===== src/rtl/calc_pkg.sv =====
// Shared types and constants for the calc datapath blocks.
package calc_pkg;

   typedef enum logic [1:0] {
      ST_IDLE = 2'd0,
      ST_RUN  = 2'd1,
      ST_DONE = 2'd2
   } state_e;

   localparam logic MODE_ADD = 1'b0;
   localparam logic MODE_SUB = 1'b1;

   // Upper two result bits above the sum: carry for add, sign-extended borrow for subtract.
   function automatic logic [1:0] upper_bits(input logic mode, input logic cout);
      if (mode == MODE_SUB) begin
         return {~cout, ~cout};
      end
      return {1'b0, cout};
   endfunction

endpackage : calc_pkg


===== src/rtl/calc_chunk_adder.sv =====
// Combinational CHUNK-bit ripple-carry adder built from full-adder cells.
module calc_chunk_adder #(
   parameter int unsigned CHUNK = 2
) (
   input  logic [CHUNK-1:0] a,
   input  logic [CHUNK-1:0] b,
   input  logic             cin,
   output logic [CHUNK-1:0] sum,
   output logic             cout
);

   logic [CHUNK:0] carry;

   always_comb begin
      carry    = '0;
      sum      = '0;
      carry[0] = cin;
      for (int unsigned i = 0; i < CHUNK; i++) begin
         sum[i]       = a[i] ^ b[i] ^ carry[i];
         carry[i + 1] = (a[i] & b[i]) | (carry[i] & (a[i] ^ b[i]));
      end
   end

   assign cout = carry[CHUNK];

endmodule : calc_chunk_adder


===== src/rtl/calc_addsub_seq.sv =====
// Multi-cycle unsigned add/subtract: processes CHUNK bits per clock with a START/BUSY/DONE handshake.
module calc_addsub_seq
   import calc_pkg::*;
#(
   parameter int unsigned WIDTH = 8,
   parameter int unsigned CHUNK = 2
) (
   input  logic             clk,
   input  logic             rst_n,
   input  logic             start,
   input  logic             mode,
   input  logic [WIDTH-1:0] a_data,
   input  logic [WIDTH-1:0] b_data,
   output logic             busy,
   output logic             done,
   output logic [WIDTH+1:0] res_data,
   output logic             zero
);

   localparam int unsigned N     = WIDTH / CHUNK;
   localparam int unsigned RES_W = WIDTH + 2;
   localparam int unsigned CNT_W = (N > 1) ? $clog2(N) : 1;

   state_e             state;
   state_e             state_next;
   logic [CNT_W-1:0]   cnt;
   logic [WIDTH-1:0]   a_q;
   logic [WIDTH-1:0]   b_q;
   logic               mode_q;
   logic               carry_q;

   logic               accept_c;
   logic               step_c;
   logic               last_c;
   logic [CHUNK-1:0]   sum_c;
   logic               cout_c;
   logic [RES_W-1:0]   res_next_c;

   // State register.
   always_ff @(posedge clk or negedge rst_n) begin
      if (!rst_n) begin
         state <= ST_IDLE;
      end else begin
         state <= state_next;
      end
   end

   // Next-state and per-cycle control strobes.
   always_comb begin
      state_next = state;
      accept_c   = 1'b0;
      step_c     = 1'b0;
      last_c     = 1'b0;
      unique case (state)
         ST_IDLE, ST_DONE: begin
            if (start) begin
               accept_c   = 1'b1;
               state_next = ST_RUN;
            end else begin
               state_next = ST_IDLE;
            end
         end
         ST_RUN: begin
            step_c = 1'b1;
            if (cnt == CNT_W'(N - 1)) begin
               last_c     = 1'b1;
               state_next = ST_DONE;
            end
         end
         default: begin
            state_next = ST_IDLE;
         end
      endcase
   end

   // Operands are shifted right each step, so the active chunk is always at bit 0.
   calc_chunk_adder #(
      .CHUNK (CHUNK)
   ) u_chunk_adder (
      .a    (a_q[CHUNK-1:0]),
      .b    (b_q[CHUNK-1:0]),
      .cin  (carry_q),
      .sum  (sum_c),
      .cout (cout_c)
   );

   // Result with the current chunk merged in; upper bits filled on the final chunk.
   always_comb begin
      res_next_c = res_data;
      for (int unsigned i = 0; i < N; i++) begin
         if (cnt == CNT_W'(i)) begin
            res_next_c[i*CHUNK +: CHUNK] = sum_c;
         end
      end
      if (last_c) begin
         res_next_c[RES_W-1 -: 2] = upper_bits(mode_q, cout_c);
      end
   end

   // Operand, carry, counter and result registers.
   always_ff @(posedge clk or negedge rst_n) begin
      if (!rst_n) begin
         a_q      <= '0;
         b_q      <= '0;
         mode_q   <= MODE_ADD;
         carry_q  <= 1'b0;
         cnt      <= '0;
         res_data <= '0;
         zero     <= 1'b0;
      end else if (accept_c) begin
         a_q      <= a_data;
         b_q      <= (mode == MODE_SUB) ? ~b_data : b_data;
         mode_q   <= mode;
         carry_q  <= mode;
         cnt      <= '0;
         res_data <= '0;
         zero     <= 1'b0;
      end else if (step_c) begin
         a_q      <= a_q >> CHUNK;
         b_q      <= b_q >> CHUNK;
         carry_q  <= cout_c;
         cnt      <= last_c ? '0 : cnt + CNT_W'(1);
         res_data <= res_next_c;
         if (last_c) begin
            zero <= (res_next_c == '0);
         end
      end
   end

   // Handshake outputs track the state being entered.
   always_ff @(posedge clk or negedge rst_n) begin
      if (!rst_n) begin
         busy <= 1'b0;
         done <= 1'b0;
      end else begin
         busy <= (state_next == ST_RUN);
         done <= (state_next == ST_DONE);
      end
   end

endmodule : calc_addsub_seq


===== config.mk =====
export PLATFORM = sky130hd
export DESIGN_NAME = calc_addsub_seq
export DESIGN_NICKNAME = d
export VERILOG_FILES = /design/src/rtl/calc_pkg.sv /design/src/rtl/calc_chunk_adder.sv /design/src/rtl/calc_addsub_seq.sv
export SDC_FILE = /design/constraint.sdc
export NUM_CORES = 1
export LEC_CHECK = 0
export ABC_AREA = 1
export CORE_MARGIN = 3
export CORE_UTILIZATION = 55
export DETAILED_ROUTE_END_ITERATION = 10
export HOLD_SLACK_MARGIN = 0.05
export PLACE_DENSITY = 0.83
export RECOVER_POWER = 100
export SLEW_MARGIN = 20
export SYNTH_ARGS = -nofsm -noshare
export SYNTH_HDL_FRONTEND = slang
export SYNTH_HIERARCHICAL = 1
export SYNTH_SLANG_ARGS = --single-unit

===== constraint.sdc =====
create_clock -name clk -period 6.2 [get_ports clk]
set_input_delay 0.62 -clock clk [delete_from_list [all_inputs] [get_ports clk]]
set_output_delay 0.62 -clock clk [all_outputs]
set_load 0.005 [all_outputs]

* Yosys cells after proc, flatten, opt, wreduce, memory -nomap -nowiden
Cells that the tools add are included.
** Cells by class
- Muxes and demuxes :: 32
- Reduce and logical (&&, ||, !) cells :: 7
- Equal/unequal tests :: 7
- Add/subtract/negate cells :: 1
- Bitwise logic cells :: 12
** Operators with widths (count)
- $mux W8 :: 5
- $mux W2 :: 11
- $mux W10 :: 2
- $mux W1 :: 13
- $logic_not A10 Y1 :: 1
- $eq A2 B2 Y1 const B :: 4
- $not A8 Y8 :: 1
- $eq A2 B1 Y1 const B :: 3
- $and A1 B1 Y1 :: 4
- $logic_not A2 Y1 :: 2
- $pmux W2 S2 :: 1
- $reduce_bool A2 Y1 :: 2
- $xor A1 B1 Y1 :: 4
- $add A2 B1 Y2 const B :: 1
- $or A1 B1 Y1 :: 2
- $reduce_and A2 Y1 :: 1
- $reduce_or A2 Y1 :: 1
- $not A1 Y1 :: 1
** Word-level totals
- Input bits :: 20
- Output and inout port bits :: 13
- Flip-flop bits (word level) :: 35
- Logic and storage cells :: 69

* Logic depth before layout (Yosys ltp)
- Word-level depth :: 13
- Mapped depth :: 11
- Mapped depth without buffers :: 11

* By module
Netlist, hierarchy kept.
** By module, submodules not included
- calc_addsub_seq :: area each 1709.1 µm², sequential area each 875.8 µm², times used 1, cells an instance 190
- calc_chunk_adder :: area each 70.1 µm², sequential area each 0.0 µm², times used 1, cells an instance 10

* Least setup slack after synthesis
No wires, ideal clock.
- Kind :: register to register
- Start :: reg a_q[0]
- End :: reg zero
- Path slack :: 4128 ps
- Buffers on the path :: 0
- Clock period less this slack :: 2072 ps
- Arrival time :: 2007 ps
- Data required time :: 6135 ps
- Stages on the path, launching flop included :: 12
- Setup time :: 65 ps
- Cell sequence :: dfrtp_1 inv_1 fa_1 fa_1 inv_1 inv_1 ha_1 inv_1 or2_2 nor2_1 nand3_1 nand2_1
** Between the ends
- Longest elaborated chain between the ends :: 13
- Elaborated cells between the ends (all ways) :: 20
- Those cells by class :: mux (10); bitwise (9); reduce/logical (1)
** RTL lines
- start: declaration :: line calc_addsub_seq.sv:27 : logic [WIDTH-1:0] a_q;
- start signal: assignment :: line calc_addsub_seq.sv:111 : a_q <= a_data;
- start signal: assignment :: line calc_addsub_seq.sv:119 : a_q <= a_q >> CHUNK;
- $xor A1 B1 Y1 :: line calc_chunk_adder.sv:20 : carry[i + 1] = (a[i] & b[i]) | (carry[i] & (a[i] ^ b[i]));
- $and A1 B1 Y1 :: line calc_chunk_adder.sv:20
- $or A1 B1 Y1 * :: line calc_chunk_adder.sv:20
- $and A1 B1 Y1 * :: line calc_chunk_adder.sv:20
- $or A1 B1 Y1 * :: line calc_chunk_adder.sv:20
- via cout_c :: line calc_addsub_seq.sv:36 : logic cout_c;
- $not A1 Y1 :: line calc_pkg.sv:16 : return {~cout, ~cout};
- $mux W2 :: line calc_pkg.sv:15 : if (mode == MODE_SUB) begin
- $mux W2 * :: line calc_pkg.sv:18 : return {1'b0, cout};
- $mux W2 * :: line calc_addsub_seq.sv:95 : if (last_c) begin
- $logic_not A10 Y1 * :: line calc_addsub_seq.sv:125 : zero <= (res_next_c == '0);
- $mux W1 * :: line calc_addsub_seq.sv:124 : if (last_c) begin
- $mux W1 * :: line calc_addsub_seq.sv:118 : end else if (step_c) begin
- $mux W1 * :: line calc_addsub_seq.sv:110 : end else if (accept_c) begin
- end signal: assignment :: line calc_addsub_seq.sv:125
- end: declaration :: line calc_addsub_seq.sv:17 : output logic zero
Mark *: on every way through the listed nets, which the timed path passes. The rest lies on a longest branch. The select of a mux whose other input is x is not followed.
A chain may end at the register's enable or synchronous reset.

* Worst setup path in the final report
- Start :: reg state[0]
- End :: reg res_data[8]
** Between the ends
- Longest elaborated chain between the ends :: 5
- Elaborated cells between the ends (all ways) :: 11
- Those cells by class :: eq/ne (2); mux (6); reduce/logical (3)
** RTL lines
- start: declaration :: line calc_addsub_seq.sv:24 : state_e state;
- start signal: assignment :: line calc_addsub_seq.sv:44 : state <= state_next;
- $eq A2 B1 Y1 :: line calc_addsub_seq.sv:54 : unique case (state)
- $mux W1 :: line calc_addsub_seq.sv:54
- $mux W2 :: line calc_addsub_seq.sv:95
- $mux W10 :: line calc_addsub_seq.sv:118
- $mux W10 :: line calc_addsub_seq.sv:110
- end signal: assignment :: line calc_addsub_seq.sv:123 : res_data <= res_next_c;
- end: declaration :: line calc_addsub_seq.sv:16 : output logic [WIDTH+1:0] res_data,
Several ways; a longest one is shown, not always the timed one. The select of a mux whose other input is x is not followed.

==> flow_summary.toml <==
[finish]
final_area_um2 = 2123
antennaDiodeCount = 0
area_growth_pct = 19.34
fin_nets = 260
drive_gt1_frac = 0.04721

[placement]
dpl_cell_area_um2 = 2118
hpwl_mm = 2.271
gp_congestion = 0.8250
io_buffers = 32

[die]
initial_core_util = 0.5780
coreArea_um2 = 3078
num_rows = 20
io_pins = 33
die_h_um = 62.88
dieArea_um2 = 3953
die_w_um = 62.88

[clocking]
cts-root-buf = "clkbuf_4"
tritoncts = "built"
postCtsResizedCells = 0
hold_buffers = 0
clkTransAtPathRegs_ns = 0.10
cts_setup_buffers = 0
numCtsBuffers = 5
clock_latency_ns = 0.34
cts_buffer_depth = 2
htree_num_levels = 2
cts_sinks = 35

[timing]
timing.final.crit_share = 0.4166
hold_viol_final = 0
fin_skew_ns = 0.004804
rsz0062_at_grt = "no"
slew_headroom = -0.2156
worstMarginPinSlew_ns = 1.823
setup_viol = 0
fmax_mhz = 387.2
tns_ns = 0
maxSlewViolCount = 36
period_minus_slack_ns = 2.583

[yosys]
ys_warn_count = 6
ys_top_cells_by_area = "dfrtp_1 (49%), nand2_1 (11%), inv_1 (7.0%)"
synthFlopType = "dfrtp_1"
yosysSeqAreaShare = 0.4923
syn-num-nets = 227
synth_common_cells = "nand2_1 (52), dfrtp_1 (35), inv_1 (33)"
synth_top_area_frac = 0.4923
async_reset_ff_frac = 1.000
ys_ff_latch = 35
synthDistinctLibCells = 26
synth_edf_count = 0
netlist_area_um2 = 1779
syn_area_per_cell_um2 = 8.896
synth_most_common_cell = "nand2_1"
synth_top_area_cell = "dfrtp_1"
synthCells = 200

[route]
vias = 1372
wire_per_inst_um = 11.88
drcViolationCount = 0
ant_nets = 0
vias_per_cell = 4.953
wirelength_mm = 3.291
dr.pass1.iters = 4
drt-initial-drc-count = 60

[pwr]
vdd_drop_max_mv = 0.2102
leakage_nw = 1.046
power_density_nw_per_um2 = 476.5

[critical_path]
crit_type = "register to register"
cpPeakStageDelay_ns = 0.68
arrival_ns = 2.79
slowest_stage = "clkinvlp_2"
critPathCaptureType = "register"
worst_ep_required_time_ns = 6.41
worstSetupStartpointType = "register"
crit_path_max_fanout = 28
crit_chain = "nand2_1 -> clkinvlp_2 -> nand2_1 -> clkinvlp_2 -> nand2_1 -> a21oi_1"
critPathMostFrequentCell = "nand2_1"

[global_route]
grt_pass1_vias = 1360
overflow = 0
grt_antenna_before_repair = 0
grt.total_usage = 0.1877
grt_max_degree = 36
grt_first_pass_wirelength_mm = 5.851

[outcome]
violations = "capacitance limit, slew limit"
outcome = "complete, but fails checks"

[flow_run]
max-cap-violations = 1

[worst_hold_path]
hold_path_class = "register to register"
==> layer usage <==
| metal | part of all wire | global-route usage | up-vias | wire length (um) |
|---|---|---|---|---|
| met4 | 0.012 | 0.07163 | 0 | 41 |
| met3 | 0.041 | 0.06475 | 5 | 135 |
| met5 | 0 | 0 | - | 0 |
| met2 | 0.49 | 0.3070 | 26 | 1629 |
| met1 | 0.45 | 0.2271 | 635 | 1485 |
| li1 | - | - | 706 | - |
==> flip-flops by register name, summed over array words and instances, names as in the netlist, 2 cells and up <==
name and cells:
res_data 10, a_q 8, b_q 8, cnt 2, state 2
==> path summary, 6_finish.rpt <==
kind                               startpoint                 endpoint  slack (ns)  cells past startpoint
setup / recovery           state[0]$_DFF_PN0_  res_data[8]$_DFFE_PN0P_        3.62                      6
hold / removal             b_q[4]$_DFFE_PN0P_       b_q[2]$_DFFE_PN0P_        0.49                      2
setup reg to reg           state[0]$_DFF_PN0_  res_data[8]$_DFFE_PN0P_        3.62                      6
hold reg to reg            b_q[4]$_DFFE_PN0P_       b_q[2]$_DFFE_PN0P_        0.49                      2
max in group asynchronous               rst_n       a_q[2]$_DFFE_PN0P_        3.85                      2
min in group asynchronous               rst_n  res_data[3]$_DFFE_PN0P_        1.30                      2
==> worst max-delay path, delay by kind of cell (launching register included) <==
kind | cells | cell delay, ns
DFF | 1 | 0.40
AOI/OAI and AO/OA | 1 | 0.07
buffers and inverters | 2 | 0.88
and+or+nand+nor | 3 | 1.10
==> final cells by class <==
type | count | area, um^2
clock buffer | 6 | 51.30
clock inverter | 1 | 5.005
fill | 279 | 954.7
inverter | 37 | 141.4
multi-input combinational | 121 | 670.6
sequential | 35 | 875.8
tap | 44 | 55.05
timing repair buffer | 33 | 324.1
==> cell families after synthesis <==
group	after synthesis	synth area share
flops	35	0.4923
simple gates	75	0.1871
xor+xnor	7	0.03446
buf+inv	44	0.1083
compound gates	32	0.1202
fa+ha+maj	7	0.05767
==> per-stage QoR <==
stage	setup WS (ns)	cells	power (mW)	util	hold WS (ns)
3_3_place_gp	4.092	270	0.9104	0.6882	0.4667
5_1_grt	3.333	277	1.115	0.6898	0.5446
4_1_cts	4.003	277	1.058	0.7065	0.4977
6_report	3.617	277	1.012	0.6898	0.4926
2_1_floorplan	4.128	200	0.7719	-	0.3244
3_5_place_dp	4.030	270	0.9312	0.6882	0.4740
==> layout by cell type (no fill, tap or decap), types with 3 or more instances in the layout <==
| cell | synthesis | routed |
|---|---|---|
| clkdlybuf4s50_1 | 0 | 17 |
| o221ai_1 | 5 | 5 |
| o22ai_1 | 7 | 7 |
| o211ai_1 | 4 | 6 |
| ha_1 | 5 | 5 |
| xnor2_1 | 6 | 6 |
| nand3_1 | 13 | 13 |
| inv_1 | 33 | 34 |
| clkbuf_4 | 0 | 5 |
| nor2_1 | 4 | 4 |
| dfrtp_1 | 35 | 35 |
| nand2_1 | 52 | 56 |
| o21ai_0 | 9 | 9 |
| dlygate4sd3_1 | 0 | 15 |
| a21oi_1 | 3 | 3 |
==> where the power goes <==
group | switching [mW] | internal (mW) | total, mW
logic | 0.312 | 0.203 | 0.516
registers | 0.0431 | 0.327 | 0.370
clock network | 0.0732 | 0.0525 | 0.126
total | 0.428 | 0.583 | 1.01
No activity file was read; power rests on OpenSTA's default activity.
